### src/rtl/snake_if.sv
// snake_if: button pulses in, frame bitmap and status out.
// N is the cell count of the board (img width).
interface snake_if #(
  parameter int N = 36
);
  logic         btn_up;
  logic         btn_left;
  logic         btn_right;
  logic         btn_down;
  logic [N-1:0] img;
  logic         game_over;
  logic [4:0]   length;
  logic         step;

  modport master (
    output btn_up, btn_left, btn_right, btn_down,
    input  img, game_over, length, step
  );

  modport slave (
    input  btn_up, btn_left, btn_right, btn_down,
    output img, game_over, length, step
  );
endinterface

### src/rtl/snake_engine.sv
// snake_engine: snake game core for a small LED matrix.
// Define WRAP_EN to make wall exits wrap to the opposite edge.
module snake_engine #(
  parameter int          DIM_X     = 6,
  parameter int          DIM_Y     = 6,
  parameter int          MAX_LEN   = 16,
  parameter int          TICK_DIV  = 6000000,
  parameter logic [7:0]  LFSR_SEED = 8'hA5
) (
  input  logic   clk,
  input  logic   rst_n,
  snake_if.slave bus
);
  localparam int N  = DIM_X * DIM_Y;
  localparam int IW = $clog2(N);
  localparam int XW = $clog2(DIM_X);
  localparam int YW = $clog2(DIM_Y);
  localparam int PW = $clog2(MAX_LEN);
  localparam int CW = $clog2(TICK_DIV + 1);
  localparam int LW = 5;

  localparam logic [IW-1:0] FOOD0 = IW'(3 * DIM_X + 4);
  localparam logic [N-1:0]  BODY0 = N'(7);

  typedef enum logic [2:0] {
    S_RUN, S_MOVE, S_COMMIT, S_PLACE, S_OVER
  } state_t;

  // Opposite directions are bitwise complements.
  typedef enum logic [1:0] {
    D_UP    = 2'b00,
    D_LEFT  = 2'b01,
    D_RIGHT = 2'b10,
    D_DOWN  = 2'b11
  } dir_t;

  state_t        state_q, state_d;
  dir_t          dir_q, dir_d;
  dir_t          ndir_q, ndir_d;
  logic [CW-1:0] cnt_q, cnt_d;
  logic          step_q, step_d;
  logic [XW-1:0] hx_q, hx_d, nx_q, nx_d;
  logic [YW-1:0] hy_q, hy_d, ny_q, ny_d;
  logic [PW-1:0] hptr_q, hptr_d;
  logic [PW-1:0] tptr_q, tptr_d;
  logic [N-1:0]  bmp_q, bmp_d;
  logic [N-1:0]  img_q, img_d;
  logic [LW-1:0] len_q, len_d;
  logic [IW-1:0] food_q, food_d;
  logic [IW-1:0] nidx_q, nidx_d;
  logic          eat_q, eat_d;
  logic          hit_q, hit_d;
  logic [7:0]    lfsr_q;
  logic [IW-1:0] buf_q [MAX_LEN];

  logic          push, init;
  dir_t          bsel;
  logic          bsel_v, any_btn;
  logic [XW-1:0] mx;
  logic [YW-1:0] my;
  logic [IW-1:0] midx, tail_idx, cand;
  logic          oob, hit_m, eat_m, coll;

  function automatic logic [PW-1:0] inc(
    input logic [PW-1:0] p
  );
    return (p == PW'(MAX_LEN - 1)) ? '0 : p + 1'b1;
  endfunction

  assign any_btn = bus.btn_up | bus.btn_left
                 | bus.btn_right | bus.btn_down;

  // Pick one button per cycle: up > left > right > down.
  always_comb begin
    bsel   = D_UP;
    bsel_v = 1'b1;
    priority case (1'b1)
      bus.btn_up:    bsel = D_UP;
      bus.btn_left:  bsel = D_LEFT;
      bus.btn_right: bsel = D_RIGHT;
      bus.btn_down:  bsel = D_DOWN;
      default:       bsel_v = 1'b0;
    endcase
  end

  // Candidate head cell, wall exit and collision test.
  always_comb begin
    mx  = hx_q;
    my  = hy_q;
    oob = 1'b0;
    unique case (dir_q)
      D_UP: begin
        if (hy_q == YW'(DIM_Y - 1)) begin
`ifdef WRAP_EN
          my = '0;
`else
          oob = 1'b1;
`endif
        end else my = hy_q + 1'b1;
      end
      D_DOWN: begin
        if (hy_q == '0) begin
`ifdef WRAP_EN
          my = YW'(DIM_Y - 1);
`else
          oob = 1'b1;
`endif
        end else my = hy_q - 1'b1;
      end
      D_LEFT: begin
        if (hx_q == '0) begin
`ifdef WRAP_EN
          mx = XW'(DIM_X - 1);
`else
          oob = 1'b1;
`endif
        end else mx = hx_q - 1'b1;
      end
      D_RIGHT: begin
        if (hx_q == XW'(DIM_X - 1)) begin
`ifdef WRAP_EN
          mx = '0;
`else
          oob = 1'b1;
`endif
        end else mx = hx_q + 1'b1;
      end
      default: ;
    endcase
    midx     = IW'(my) * IW'(DIM_X) + IW'(mx);
    tail_idx = buf_q[tptr_q];
    hit_m    = (midx == food_q);
    eat_m    = hit_m && (len_q < LW'(MAX_LEN));
    // The tail cell is vacated this move unless we grow.
    coll     = bmp_q[midx]
             && !((midx == tail_idx) && !eat_m);
    cand     = IW'(lfsr_q % 8'(N));
  end

  // Next-state logic for the game FSM and snake state.
  always_comb begin
    state_d = state_q;
    dir_d   = dir_q;
    ndir_d  = ndir_q;
    cnt_d   = cnt_q;
    step_d  = 1'b0;
    hx_d    = hx_q;
    hy_d    = hy_q;
    nx_d    = nx_q;
    ny_d    = ny_q;
    nidx_d  = nidx_q;
    eat_d   = eat_q;
    hit_d   = hit_q;
    hptr_d  = hptr_q;
    tptr_d  = tptr_q;
    bmp_d   = bmp_q;
    len_d   = len_q;
    food_d  = food_q;
    push    = 1'b0;
    init    = 1'b0;
    unique case (state_q)
      S_RUN: begin
        if (bsel_v && (bsel != ~dir_q)) ndir_d = bsel;
        if (cnt_q == CW'(TICK_DIV - 1)) begin
          cnt_d   = '0;
          step_d  = 1'b1;
          dir_d   = ndir_d;
          state_d = S_MOVE;
        end else begin
          cnt_d = cnt_q + 1'b1;
        end
      end
      S_MOVE: begin
        nx_d   = mx;
        ny_d   = my;
        nidx_d = midx;
        hit_d  = hit_m;
        eat_d  = eat_m;
        if (oob || coll) state_d = S_OVER;
        else             state_d = S_COMMIT;
      end
      S_COMMIT: begin
        push   = 1'b1;
        hptr_d = inc(hptr_q);
        hx_d   = nx_q;
        hy_d   = ny_q;
        if (eat_q) begin
          len_d = len_q + 1'b1;
        end else begin
          bmp_d[tail_idx] = 1'b0;
          tptr_d          = inc(tptr_q);
        end
        bmp_d[nidx_q] = 1'b1;
        state_d = hit_q ? S_PLACE : S_RUN;
      end
      S_PLACE: begin
        if (!bmp_q[cand]) begin
          food_d  = cand;
          state_d = S_RUN;
        end
      end
      S_OVER: begin
        if (any_btn) init = 1'b1;
      end
      default: state_d = S_RUN;
    endcase
    if (init) begin
      state_d = S_RUN;
      dir_d   = D_RIGHT;
      ndir_d  = D_RIGHT;
      cnt_d   = '0;
      hx_d    = XW'(2);
      hy_d    = '0;
      hptr_d  = PW'(2);
      tptr_d  = '0;
      bmp_d   = BODY0;
      len_d   = LW'(3);
      food_d  = FOOD0;
    end
    img_d = bmp_d
          | ((state_d == S_PLACE) ? '0 : (N'(1) << food_d));
  end

  // Game state registers.
  always_ff @(posedge clk or negedge rst_n) begin
    if (!rst_n) begin
      state_q <= S_RUN;
      dir_q   <= D_RIGHT;
      ndir_q  <= D_RIGHT;
      cnt_q   <= '0;
      step_q  <= 1'b0;
      hx_q    <= XW'(2);
      hy_q    <= '0;
      nx_q    <= '0;
      ny_q    <= '0;
      nidx_q  <= '0;
      eat_q   <= 1'b0;
      hit_q   <= 1'b0;
      hptr_q  <= PW'(2);
      tptr_q  <= '0;
      bmp_q   <= BODY0;
      img_q   <= BODY0 | (N'(1) << FOOD0);
      len_q   <= LW'(3);
      food_q  <= FOOD0;
    end else begin
      state_q <= state_d;
      dir_q   <= dir_d;
      ndir_q  <= ndir_d;
      cnt_q   <= cnt_d;
      step_q  <= step_d;
      hx_q    <= hx_d;
      hy_q    <= hy_d;
      nx_q    <= nx_d;
      ny_q    <= ny_d;
      nidx_q  <= nidx_d;
      eat_q   <= eat_d;
      hit_q   <= hit_d;
      hptr_q  <= hptr_d;
      tptr_q  <= tptr_d;
      bmp_q   <= bmp_d;
      img_q   <= img_d;
      len_q   <= len_d;
      food_q  <= food_d;
    end
  end

  // Body cell ring buffer; head slot written on commit.
  always_ff @(posedge clk or negedge rst_n) begin
    if (!rst_n) begin
      for (int i = 0; i < MAX_LEN; i++)
        buf_q[i] <= (i < 3) ? IW'(i) : '0;
    end else if (init) begin
      for (int i = 0; i < MAX_LEN; i++)
        buf_q[i] <= (i < 3) ? IW'(i) : '0;
    end else if (push) begin
      buf_q[hptr_d] <= nidx_q;
    end
  end

  // Food LFSR, x^8+x^6+x^5+x^4+1, free running.
  always_ff @(posedge clk or negedge rst_n) begin
    if (!rst_n)    lfsr_q <= LFSR_SEED;
    else if (init) lfsr_q <= LFSR_SEED;
    else lfsr_q <= {lfsr_q[6:0],
                    lfsr_q[7] ^ lfsr_q[5]
                    ^ lfsr_q[4] ^ lfsr_q[3]};
  end

  assign bus.img       = img_q;
  assign bus.game_over = (state_q == S_OVER);
  assign bus.length    = len_q;
  assign bus.step      = step_q;
endmodule
### src/flat_wrapper.sv
// flat-port wrapper written by rule: the top's interface ports become plain ports
module snake_engine_flat 
#(
  parameter int          DIM_X     = 6,
  parameter int          DIM_Y     = 6,
  parameter int          MAX_LEN   = 16,
  parameter int          TICK_DIV  = 6000000,
  parameter logic [7:0]  LFSR_SEED = 8'hA5
)
  (clk, rst_n, bus_btn_up, bus_btn_left, bus_btn_right, bus_btn_down, bus_img, bus_game_over, bus_length, bus_step);
  snake_if bus_i ();
  input  logic clk;
  input  logic rst_n;
  input wire logic [$bits(bus_i.btn_up)-1:0] bus_btn_up;
  input wire logic [$bits(bus_i.btn_left)-1:0] bus_btn_left;
  input wire logic [$bits(bus_i.btn_right)-1:0] bus_btn_right;
  input wire logic [$bits(bus_i.btn_down)-1:0] bus_btn_down;
  output wire logic [$bits(bus_i.img)-1:0] bus_img;
  output wire logic [$bits(bus_i.game_over)-1:0] bus_game_over;
  output wire logic [$bits(bus_i.length)-1:0] bus_length;
  output wire logic [$bits(bus_i.step)-1:0] bus_step;
  assign bus_i.btn_up = bus_btn_up;
  assign bus_i.btn_left = bus_btn_left;
  assign bus_i.btn_right = bus_btn_right;
  assign bus_i.btn_down = bus_btn_down;
  assign bus_img = bus_i.img;
  assign bus_game_over = bus_i.game_over;
  assign bus_length = bus_i.length;
  assign bus_step = bus_i.step;
  snake_engine #(.DIM_X(DIM_X), .DIM_Y(DIM_Y), .MAX_LEN(MAX_LEN), .TICK_DIV(TICK_DIV), .LFSR_SEED(LFSR_SEED)) u_core (.clk(clk), .rst_n(rst_n), .bus(bus_i));
endmodule
### config.mk
export PLATFORM = sky130hd
export DESIGN_NAME = snake_engine_flat
export DESIGN_NICKNAME = d
export VERILOG_FILES = /design/src/rtl/snake_if.sv /design/src/rtl/snake_engine.sv /design/src/flat_wrapper.sv
export SDC_FILE = /design/constraint.sdc
export NUM_CORES = 1
export LEC_CHECK = 0
export CORE_MARGIN = 2
export CORE_UTILIZATION = 50
export CTS_BUF_LIST = sky130_fd_sc_hd__clkbuf_4 sky130_fd_sc_hd__clkbuf_8
export DETAILED_ROUTE_END_ITERATION = 6
export GPL_TIMING_DRIVEN = 0
export PLACE_DENSITY = 0.67
export SYNTH_ARGS = -nofsm -noshare
export SYNTH_HDL_FRONTEND = slang
export SYNTH_SLANG_ARGS = --single-unit
### constraint.sdc
create_clock -name clk -period 11.1 [get_ports clk]
set_clock_uncertainty 0.2 [all_clocks]
set_input_delay 2.22 -clock clk [delete_from_list [all_inputs] [get_ports clk]]
set_output_delay 2.22 -clock clk [all_outputs]
set_load 0.005 [all_outputs]
After elaboration in Yosys (flattened, before gate mapping)
Cells that the tools add are included.
W data, S select, Z words.
{"block": "classes", "magnitude_cmp": 10, "reduce_logical": 22, "n_shift": 1, "div_mod_pow": 1, "n_mul": 1, "bitwise": 13, "n_mux": 78, "addsub": 9, "n_eq_ne": 17}
{"op": "$mux W96", "n": 2}
{"op": "$mux W36", "n": 5}
{"op": "$bwmux W96", "n": 1}
{"op": "$or A36 B36 Y36", "n": 2}
{"op": "$mux W23", "n": 3}
{"op": "$and A36 B36 Y36", "n": 1}
{"op": "$mux W3", "n": 12}
{"op": "$mux W6", "n": 6}
{"op": "$not A36 Y36", "n": 1}
{"op": "$shl A1 B6 Y36 const A", "n": 1}
{"op": "$lt A6 B7 Y1 const B", "n": 4}
{"op": "$mux W4", "n": 7}
{"op": "$bmux W6 S4", "n": 1}
{"op": "$demux W6 S4", "n": 1}
{"op": "$add A23 B1 Y23 const B", "n": 1}
{"op": "$eq A23 B23 Y1 const B", "n": 1}
{"op": "$mux W2", "n": 11}
{"op": "$mux W1", "n": 17}
{"op": "$mux W5", "n": 3}
{"op": "$pmux W3 S5", "n": 1}
{"op": "$bmux W1 S6", "n": 2}
{"op": "$demux W1 S6", "n": 2}
{"op": "$eq A6 B6 Y1", "n": 2}
{"op": "$ge A6 B1 Y1 const B", "n": 2}
{"op": "other kinds (32)", "n": 63}
{"block": "word_totals", "reg_bits": 246, "inputBits": 6}

Longest topological paths before layout
{"block": "logic_depth", "depth_word": 18, "mapped_depth": 20, "mapped_depth_nobuf": 20}

Worst setup path before layout
No wires, ideal clock.
{"block": "synth_path", "path_type": "reg-to-reg", "from": "register u_core.dir_q[1]", "to": "register u_core.state_q[1]", "t_required_ns": 10.805, "arrival_time_ns": 4.096, "setup_slack_ns": 6.709, "period_less_slack_ns": 4.391, "path_stages_with_launch": 19, "cell_sequence": "dfstp_2 inv_1 ha_1 clkbuf_1 nor2_1 o21ai_0 a21oi_1 inv_1 ha_1 inv_1 fa_1 xnor2_1 mux2i_1 o21ai_0 a311oi_1 nor3b_1 a311oi_1 a22oi_1 o31ai_1"}
{"block": "synth_between", "elab_chain_len": 14, "word_cells_on_any_way": 22}
{"element": "from (decl)", "line_no": "snake_engine.sv:38", "source": "dir_t dir_q, dir_d;"}
{"element": "from (signal assigned)", "line_no": "snake_engine.sv:247", "source": "dir_q <= dir_d;"}
{"element": "$eq A2 B2 Y1 / $logic_not A2 Y1 (equally long branches)", "line_no": "snake_engine.sv:91", "source": "unique case (dir_q)"}
{"element": "$pmux W3 S2 (*)", "line_no": "snake_engine.sv:91"}
{"element": "via u_core.my[1]", "line_no": "snake_engine.sv:60", "source": "logic [YW-1:0] my;"}
{"element": "$mul A3 B2 Y5 (*)", "line_no": "snake_engine.sv:130", "source": "midx = IW'(my) * IW'(DIM_X) + IW'(mx);"}
{"element": "$add A6 B3 Y6 (*)", "line_no": "snake_engine.sv:130"}
{"element": "parallel branches: the longest is 5 deep, another holds $bmux W1 S6"}
{"element": "$logic_and A1 B1 Y1 (*)", "line_no": "snake_engine.sv:136", "source": "&& !((midx == tail_idx) && !eat_m);"}
{"element": "$logic_or A1 B1 Y1 (*)", "line_no": "snake_engine.sv:179", "source": "if (oob || coll) state_d = S_OVER;"}
{"element": "$mux W3 (*)", "line_no": "snake_engine.sv:179"}
{"element": "$pmux W3 S5 (*)", "line_no": "snake_engine.sv:161", "source": "unique case (state_q)"}
{"element": "$mux W3 (*)", "line_no": "snake_engine.sv:207", "source": "if (init) begin"}
{"element": "via u_core.state_d[1]", "line_no": "snake_engine.sv:37", "source": "state_t state_q, state_d;"}
{"element": "to (signal assigned)", "line_no": "snake_engine.sv:246", "source": "state_q <= state_d;"}
{"element": "to (decl)", "line_no": "snake_engine.sv:37"}
Mark *: on every way through the listed nets, which the timed path passes. The select of a mux whose other input is x is not followed.
A chain may end at the register's enable or synchronous reset.

Worst setup path after layout
Ends and elaborated chain as after synthesis.

==> summary.txt <==
number of hold buffers added after cts -> 0
setup TNS -> 0 ps
total vias in the final route -> 11550
Critical path origin -> u_core.dir_q[1]$_DFFE_PN1P_
total track usage -> 0.2849
share of the clock period used by the worst path -> 0.4922
vias in the first global route -> 11210
Critical Path Source Type -> flop
drt total wl -> 39.88 mm
failing checks -> design-rule violations
unrepaired setup endpoints after global routing -> false
met3 Use GR -> 0.04606
CP top delay family -> compound AO/OA/AOI/OAI gates
synthesis warning total -> 0
1st-iter DRT viols -> 1268
post-synthesis cell type count -> 90
Post-Synthesis Cells -> 1395
worst-path cell chain -> inv_1 > ha_1 > clkbuf_1 > nor2_1 > o21ai_0 > a21oi_1 > inv_1 > ha_1 > inv_1 > fa_1 > xnor2_1 > mux2i_1 > o21ai_0 > a311oi_1 > nor3b_1 > a311oi_1 > a22oi_1 > o31ai_1
Synth top area share -> 0.4118
most crowded layer after global routing -> met2
Overall Power -> 0.001863 W
Worst setup EP type -> flop
Max Freq -> 0.1830 GHz
Skew-Pair Late Insertion Delay -> 590 ps
drc violations -> 1
Clock Root Buffer -> clkbuf_8
dominant cell type by area after synthesis -> dfrtp_1
detailed placer's ending HPWL -> 28.56 mm
crit-path max FO -> 10
reg2reg start -> u_core.dir_q[1]$_DFFE_PN1P_
CTS tree -> yes
CTS Buffer Depth -> 3
First-pass DRT Iterations -> 7
layout filler cell count -> 2358
dominant synthesized flop cell -> dfrtp_1
most frequent CP cell -> inv_1
Via density -> 6.195
largest net degree at the start of global routing -> 122
post_cts resized -> 0
crit-path max cell delay -> 820 ps
Initial Utilization -> 0.5056
CTS sink cnt -> 245
Synth area leaders -> dfrtp_1, mux2i_1, nand2_1, dfstp_2, mux4_2
Nets -> 1521
# Post-CTS Setup Buffers -> 0
met2 Use GR -> 0.4604
core area -> 0.02680 mm2
overflow left after global routing -> 0
Port Buffers -> 48
Ant. Diodes -> 0
Post-synth top cells -> dfrtp_1, nand2_1, nor2_1, a21oi_1, mux2i_1
Synth async-reset ratio -> 1.000
Slew HR -> 0.1372
Area growth, synth to finish -> 14.46%
synthesis-stage register bit count -> 245
max-cap violations -> 0
I/O pins -> 49
number of synthesized flops with an enable pin -> 0
worst slew pin tran -> 1276 ps
CP max-delay cell -> xnor2_1
Die Ht -> 168.6 um
Reg clk slew, reported paths -> 60 ps
Die ar. -> 0.02843 mm2
number of antenna violations at the first check in global routing -> 0
final setup vio count -> 0
min-delay src -> u_core.hit_q$_DFFE_PN0N_
Net Count, Synth -> 1424
final hold vios -> 0
Cell Pwr Density -> 120.1 mW/mm2
total CTS buffers -> 44
Die X -> 168.6 um
Data arrival, critical path -> 5730 ps
ANT nets after route -> 0
share of post-route cells with drive strength above 1 -> 0.1378
Leak -> 6.612 nW
Max IR drop VDD -> 106.4 uV
status -> finished with violations
post-layout min period -> 5464 ps
pins over their slew limit -> 0
Placement Rows -> 60
wire length per cell -> 21.38 um
first-pass GRT wire length -> 63.53 mm
top-count cell post-synth -> dfrtp_1
Cell Area, Placed -> 0.01453 mm2
Syn Area/Cell -> 9.714 um2
crit path kind -> reg2reg
Synth Cell Area -> 0.01355 mm2
Hold Crit Class -> reg2reg
Req. time, crit path -> 11370 ps
final instance area -> 0.01551 mm2
Routability Congestion -> 0.9611
Bufs and invs on worst path -> 4
H-tree levels -> 2
grt met1 use -> 0.3854
post-synthesis sequential area ratio -> 0.4545
## layout make-up
type	count	area [um2]	share of cell area
well taps	341	426.7	0.02751
multi-input cells	1024	6835	0.4407
clock inverters	10	136.4	0.008793
flip-flops and latches	245	6158	0.3971
inverters	38	142.6	0.009197
clock buffers	68	848.3	0.05470
plain buffers	88	414.1	0.02670
repair buffers	51	548.0	0.03533
## worst min-delay path, stage by stage, from the launching register on
cell,delay (ps)
dfrtp_1,340
nand2_1,50
o21ai_0,60
## sequential cells by signal, indices dropped and copies added, names as in the netlist
name               count
u_core.bus.step        1
u_core.bmp_q          36
u_core.food_q          6
u_core.dir_q           2
u_core.state_q         3
u_core.ny_q            3
u_core.hptr_q          4
u_core.bus.img        36
u_core.hy_q            3
u_core.hx_q            3
u_core.eat_q           1
u_core.cnt_q          23
u_core.lfsr_q          8
u_core.tptr_q          4
u_core.hit_q           1
u_core.buf_q          96
u_core.ndir_q          2
u_core.bus.length      5
u_core.nidx_q          6
u_core.nx_q            2
## where the power goes
part,internal [W],leakage (nW),total (W),switching (W)
sequential,0.000895,2.95,0.000895,0.000000321
combinational,0.00000551,3.14,0.0000255,0.0000200
clock,0.000558,0.524,0.000942,0.000384
total,0.00146,6.61,0.00186,0.000404
## placed cells by master (no fill, tap or decap), types with 8 or more instances in the layout
cell type / netlist / final
clkbuf_1: 47 / 47
nor3b_1: 11 / 11
a31oi_1: 10 / 10
clkdlybuf4s50_1: 0 / 47
o32ai_1: 8 / 8
nand3_1: 67 / 67
and3_1: 12 / 12
nand2_1: 200 / 200
xor2_1: 18 / 18
a221oi_1: 10 / 10
mux2i_1: 80 / 80
o21ai_0: 78 / 78
dfstp_2: 22 / 22
inv_1: 36 / 36
ha_1: 21 / 21
xnor2_1: 20 / 20
nor3_1: 14 / 14
buf_2: 20 / 20
dfrtp_1: 223 / 223
nand2b_1: 12 / 12
and2_1: 12 / 12
mux4_2: 25 / 25
nand3b_1: 8 / 8
o31ai_1: 11 / 11
a21oi_1: 93 / 93
clkbuf_8: 0 / 54
buf_1: 14 / 14
nor2_1: 120 / 120
clkbuf_4: 0 / 14
a31o_2: 17 / 17
a32o_1: 12 / 12
nand4_1: 17 / 17
o21a_1: 11 / 11
## kinds of logic after synthesis
group	synth area share
AND/OR/NAND/NOR	0.1837
AO/OA/AOI/OAI	0.1608
flip-flops	0.4545
buffers and inverters	0.04109
multiplexers	0.1105
XOR/XNOR	0.02622
adder cells (fa/ha/maj)	0.02318
## per-layer routing
layer  vias to the layer above  wire length (um)
met2                       489             18710
met3                       105              2701
li1                       5240                 -
met1                      5719             16900
met5                         -                 0
met4                         0              1573
## stage by stage
stage / hold slack (ps) / util / worst slack, ps / instances
3_3_place_gp: 260.2 / 0.5394 / -2811 / 1784
4_1_cts: 285.4 / 0.5787 / 5632 / 1865
3_5_place_dp: 271.5 / 0.5420 / 5395 / 1787
6_report: 278.2 / 0.5787 / 5636 / 1865
5_1_grt: 315.0 / 0.5787 / 5255 / 1865
2_1_floorplan: 242.6 / - / 6709 / 1395
## worst paths after layout
path,slack (ps),depth (start not counted),end
min reg2reg,280,2,u_core.hit_q$_DFFE_PN0N_
min in group asynchronous,1340,1,u_core.bmp_q[26]$_DFF_PN0_
min,280,2,u_core.hit_q$_DFFE_PN0N_
max reg2reg,5640,18,u_core.state_q[1]$_DFF_PN0_
max in group asynchronous,8440,2,u_core.buf_q[75]$_DFFE_PN0P_
max,5640,18,u_core.state_q[1]$_DFF_PN0_
(Power assumes the default switching activity.)
